## config.mk

```make
export PLATFORM = sky130hd
export DESIGN_NAME = apb_master_arb
export DESIGN_NICKNAME = d
export VERILOG_FILES = /design/src/rtl/apb_master_arb.sv
export SDC_FILE = /design/constraint.sdc
export NUM_CORES = 1
export LEC_CHECK = 0
export ABC_AREA = 1
export CAP_MARGIN = 40
export CORE_MARGIN = 1
export CORE_UTILIZATION = 37
export CTS_CLUSTER_SIZE = 14
export DETAILED_ROUTE_END_ITERATION = 16
export HOLD_SLACK_MARGIN = 0.06
export PLACE_DENSITY = 0.77
export SLEW_MARGIN = 15
export SYNTH_ARGS = -nofsm -noshare
export SYNTH_HDL_FRONTEND = slang
export SYNTH_SLANG_ARGS = --single-unit
```

## constraint.sdc

```tcl
create_clock -name PCLK -period 1.75 [get_ports PCLK]
set_clock_uncertainty 0.05 [all_clocks]
set_input_delay 0.35 -clock PCLK [delete_from_list [all_inputs] [get_ports PCLK]]
set_output_delay 0.35 -clock PCLK [all_outputs]
set_load 0.1 [all_outputs]
```

## src/rtl/apb_master_arb.sv

```systemverilog
`default_nettype none
// +------------------------------------------------------------------+
// | apb_master_arb: round-robin arbiter sharing one APB master port   |
// | Rev 1.0                                                           |
// +------------------------------------------------------------------+
module apb_master_arb #(
  parameter int N_REQ   = 2,
  parameter int ADDR_W  = 32,
  parameter int DATA_W  = 32,
  parameter int TIMEOUT = 16
) (
  input  logic                      PCLK,
  input  logic                      PRESETn,
  input  logic [N_REQ-1:0]          req_valid,
  input  logic [N_REQ-1:0]          req_write,
  input  logic [N_REQ*ADDR_W-1:0]   req_addr,
  input  logic [N_REQ*DATA_W-1:0]   req_wdata,
  output logic [N_REQ-1:0]          req_ready,
  output logic [N_REQ-1:0]          rsp_valid,
  output logic [DATA_W-1:0]         rsp_rdata,
  output logic                      rsp_err,
  output logic                      PSEL,
  output logic                      PENABLE,
  output logic                      PWRITE,
  output logic [ADDR_W-1:0]         PADDR,
  output logic [DATA_W-1:0]         PWDATA,
  input  logic [DATA_W-1:0]         PRDATA,
  input  logic                      PREADY,
  input  logic                      PSLVERR
);

  localparam int IDX_W = (N_REQ > 1) ? $clog2(N_REQ) : 1;
  localparam int CNT_W = (TIMEOUT > 0) ? $clog2(TIMEOUT + 1) : 1;
  localparam logic [CNT_W-1:0] C_CNT_MAX  = CNT_W'(TIMEOUT);
  localparam logic [CNT_W-1:0] C_CNT_LAST = CNT_W'((TIMEOUT > 0) ? TIMEOUT - 1 : 0);
  localparam logic [IDX_W-1:0] C_LAST_IDX = IDX_W'(N_REQ - 1);

  typedef enum logic [1:0] {
    S_IDLE   = 2'd0,
    S_SETUP  = 2'd1,
    S_ACCESS = 2'd2
  } state_t;

  state_t           r_state;
  state_t           w_state_nxt;
  logic [IDX_W-1:0] r_rr_ptr;
  logic [IDX_W-1:0] r_grant;
  logic [IDX_W-1:0] w_grant_idx;
  logic             w_grant_found;
  logic             w_accept;
  logic             w_done;
  logic             w_timeout;
  logic [CNT_W-1:0] r_wait_cnt;
  int               w_idx;

  // First valid requester at or after the round-robin pointer, wrapping.
  always_comb begin
    w_grant_idx   = r_rr_ptr;
    w_grant_found = 1'b0;
    w_idx         = 0;
    for (int k = 0; k < N_REQ; k++) begin
      w_idx = int'(r_rr_ptr) + k;
      if (w_idx >= N_REQ) w_idx = w_idx - N_REQ;
      if (!w_grant_found && req_valid[w_idx]) begin
        w_grant_found = 1'b1;
        w_grant_idx   = IDX_W'(w_idx);
      end
    end
  end

  always_ff @(posedge PCLK or negedge PRESETn) begin
    if (!PRESETn) r_state <= S_IDLE;
    else          r_state <= w_state_nxt;
  end

  // The IDLE cycle carrying rsp_valid never grants, forcing one PSEL-low gap.
  always_comb begin
    w_state_nxt = r_state;
    w_accept    = 1'b0;
    w_done      = 1'b0;
    w_timeout   = 1'b0;
    case (r_state)
      S_IDLE: begin
        if (w_grant_found && (rsp_valid == '0)) begin
          w_accept    = 1'b1;
          w_state_nxt = S_SETUP;
        end
      end
      S_SETUP: w_state_nxt = S_ACCESS;
      S_ACCESS: begin
        if (PREADY) begin
          w_done      = 1'b1;
          w_state_nxt = S_IDLE;
        end else if ((TIMEOUT != 0) && (r_wait_cnt == C_CNT_LAST)) begin
          w_timeout   = 1'b1;
          w_state_nxt = S_IDLE;
        end
      end
      default: w_state_nxt = S_IDLE;
    endcase
  end

  assign req_ready = (w_accept && PRESETn) ? (N_REQ'(1) << w_grant_idx) : '0;

  always_ff @(posedge PCLK or negedge PRESETn) begin
    if (!PRESETn) begin
      PSEL       <= 1'b0;
      PENABLE    <= 1'b0;
      PWRITE     <= 1'b0;
      PADDR      <= '0;
      PWDATA     <= '0;
      rsp_valid  <= '0;
      rsp_rdata  <= '0;
      rsp_err    <= 1'b0;
      r_rr_ptr   <= '0;
      r_grant    <= '0;
      r_wait_cnt <= '0;
    end else begin
      rsp_valid <= '0;
      if (w_accept) begin
        PSEL       <= 1'b1;
        PWRITE     <= req_write[w_grant_idx];
        PADDR      <= req_addr[w_grant_idx*ADDR_W +: ADDR_W];
        PWDATA     <= req_wdata[w_grant_idx*DATA_W +: DATA_W];
        r_grant    <= w_grant_idx;
        r_wait_cnt <= '0;
      end
      if (r_state == S_SETUP) PENABLE <= 1'b1;
      if ((r_state == S_ACCESS) && !PREADY && (r_wait_cnt != C_CNT_MAX))
        r_wait_cnt <= r_wait_cnt + 1'b1;
      if (w_done || w_timeout) begin
        PSEL      <= 1'b0;
        PENABLE   <= 1'b0;
        rsp_valid <= N_REQ'(1) << r_grant;
        rsp_err   <= w_timeout | PSLVERR;
        rsp_rdata <= (w_timeout || PWRITE || PSLVERR) ? '0 : PRDATA;
        r_rr_ptr  <= (r_grant == C_LAST_IDX) ? '0 : r_grant + 1'b1;
      end
    end
  end

endmodule
`default_nettype wire

```

==> summary.md <==
| Metric | Value |
|---|---|
| Core Area | `14800 µm²` |
| DRC Markers | `0` |
| Slew @ Worst Pin | `0.601 ns` |
| Clk root buf | `clkbuf_16` |
| WL/cell | `14.4 µm` |
| Tcrit/Tclk final | `110%` |
| Largest net degree at the start of global routing | `112` |
| P&R area growth vs syn | `77.6%` |
| # clock sinks | `111` |
| Initial antenna violation count | `0` |
| Top FF cell, synth | `dfrtp_1` |
| Synth Net Count | `953` |
| Mux contribution to synthesized area | `0%` |
| Die ar. | `15900 µm²` |
| Fill cells | `1135` |
| DR vias/cell | `4.70` |
| Largest family of logic cells by synthesized area | `simple AND/OR/NAND/NOR gates` |
| CTS tree | `built` |
| Clock Path Buffers | `2` |
| Max-Cap Viols | `0` |
| RSZ-0062 raised after global routing | `yes` |
| Pre-CTS WS | `-0.318 ns` |
| Num rows | `44` |
| Cells after synthesis | `782` |
| Die Ht | `126 µm` |
| Post-synth EDFFs | `0` |
| Simple-gate share of the synthesized area | `32.8%` |
| Failing checks | `setup timing` |
| Clk_lat worst skew | `0.36 ns` |
| Yosys reg bits | `111` |
| Vias in the first global route | `5844` |
| Fin. Hold Viols | `0` |
| Final Net Count | `1217` |
| Max-slew violation count | `0` |
| Min-delay worst type | `flop to flop` |
| Async S/R FF share, synth | `100%` |
| Final setup viols | `2` |
| Synth warn | `0` |
| Mean Syn Cell Area | `7.27 µm²` |
| Commonest non-fill, non-tap cell in the layout | `nand2_1` |
| Peak Freq | `519 MHz` |
| Adder-Cell Fraction of Synth Area | `0.661%` |
| Met2 wire length | `8950 µm` |
| Placed cells | `1214` |
| CTS buffer count | `9` |
| Vias | `5809` |
| Synth Area in Compound Gates | `3.35%` |
| Ant diodes | `0` |
| IO buf count | `271` |
| Io pins | `272` |
| Most frequent cells in the layout | `274 x nand2_1, 164 x clkdlybuf4s50_1, 145 x inv_1` |
| H-Tree Depth | `3` |
| TritonRoute pass-1 iters | `6` |
| Crit. End Element | `output port` |
| CP Launch Type | `flop` |
| WP data required | `1.35 ns` |
| M1 wire length | `6890 µm` |
| Chip Width | `126 µm` |
| Crit-path max FO | `3` |
| Layout cells sized above 1 | `16.0%` |
| Initial core utilization | `38.5%` |
| Post-route setup slack | `-0.178 ns` |
| WL final | `17700 µm` |
| Status | `complete, but fails checks` |
| Detail Placement HPWL | `12600 µm` |
| RD Place Congestion | `0.827` |
| GRT Util Overall | `23.4%` |
| Final Critical Period | `1.93 ns` |
| Antenna Nets Post-Route | `0` |
| Total gr overflow | `0` |
| Crit path arrival time | `1.53 ns` |
| Clk slew on worst S/H paths | `0.08 ns` |
| Max layer used | `met4` |
| Register area share after synthesis | `48.9%` |
| Crit Path Category | `flop to output port` |
| Global-route wire length before repair | `29200 µm` |
| Synth cell types | `26` |
| Syn Std Cell Area | `5680 µm²` |
| First DRT Iteration DRCs | `328` |
| Layout Cells excl Fill | `1235` |
| Slew margin rel. | `60.0%` |
| XOR/XNOR Fraction of Synth Area | `0%` |
| DR WL met3 | `1280 µm` |
[kinds of logic (layout without fill, tap and decap cells)]
kind of cell,after synthesis,count (layout)
AOI/OAI and AO/OA,37,37
and+or+nand+nor,439,439
adders and majority gates,3,3
buffers and inverters,192,461
DFF,111,111
[what timing repair did]
item                                    in CTS  in global routing
setup buffers                                2                  1
cloned                                       0                  1
endpoints found under the hold margin        0                  1
resized for setup                            6                  8
pin swaps                                    2                  2
endpoints found under the setup margin       2                 30
hold buffers                                 0                  1
[metal layers]
metal | GRT usage (%) | vias up
met1 | 26.4 | 2676
met2 | 40.8 | 199
met5 | 0 | -
met3 | 7.05 | 41
li1 | - | 2893
met4 | 10.3 | 0
[synth_stat cells (3+ instances only)]
cell type  instances  area [µm²]
nand2_1          278        1040
inv_1            145         544
nand3_1          140         701
dfrtp_1          111        2780
o21ai_0           28         140
buf_2             27         135
nor2_1            10        37.5
buf_6              7        78.8
clkbuf_1           6        22.5
o21ai_1            5        25.0
ha_1               3        37.5
nand4_1            3        18.8
[registers in the layout, indices dropped and copies added, names as in the netlist]
name and cells:
r_rr_ptr 1, PWDATA 32, PWRITE 1, r_wait_cnt 5
r_grant 1, rsp_valid 2, PENABLE 1, PADDR 32
rsp_err 1, r_state 2, PSEL 1, rsp_rdata 32
[critical path, cell delays in order (launching register included)]
cell and delay [ns]:
dfrtp_4 0.49, nor2_4 0.14, nand3_4 0.11, nor3b_4 0.22, buf_12 0.20
[path summary, 6_finish.rpt]
| path | start | end | slack [ns] | cells past startpoint |
|---|---|---|---|---|
| setup reg to reg | r_wait_cnt[0]$_DFFE_PN0P_ | rsp_rdata[1]$_DFFE_PN0P_ | 0.13 | 10 |
| hold / removal | r_grant$_DFFE_PN0P_ | rsp_valid[0]$_DFF_PN0_ | 0.41 | 1 |
| max in group asynchronous | PRESETn | rsp_valid[0]$_DFF_PN0_ | 0.54 | 3 |
| setup / recovery | rsp_valid[1]$_DFF_PN0_ | req_ready[0] | -0.18 | 4 |
| hold reg to reg | r_grant$_DFFE_PN0P_ | rsp_valid[0]$_DFF_PN0_ | 0.41 | 1 |
| min in group asynchronous | PRESETn | PWDATA[30]$_DFFE_PN0P_ | 0.62 | 3 |
[final cells by class]
type | count | area, µm² | share of cell area (%)
repair buffers | 298 | 4050 | 40.2
flip-flops and latches | 111 | 2790 | 27.6
multi-input cells | 479 | 2170 | 21.5
inverters | 147 | 554 | 5.49
clock buffers | 11 | 253 | 2.50
well taps | 184 | 230 | 2.28
clock inverters | 5 | 51.3 | 0.508
[metrics by stage]
step	setup TNS, ns	utilization [%]	cell area (µm²)	hold slack, ns
final	-0.296	68.4	10100	0.409
after global routing	-0.467	68.4	10100	0.431
after floorplan	-0.914	-	5730	0.00441
after detailed placement	-17.31	65.7	9690	0.403
after global placement	-16.65	65.7	9690	0.394
after CTS	-0.340	68.0	10000	0.0720
Power is not shown: default switching activity piles up to over one toggle a cycle in this logic, so the estimate is an artifact.
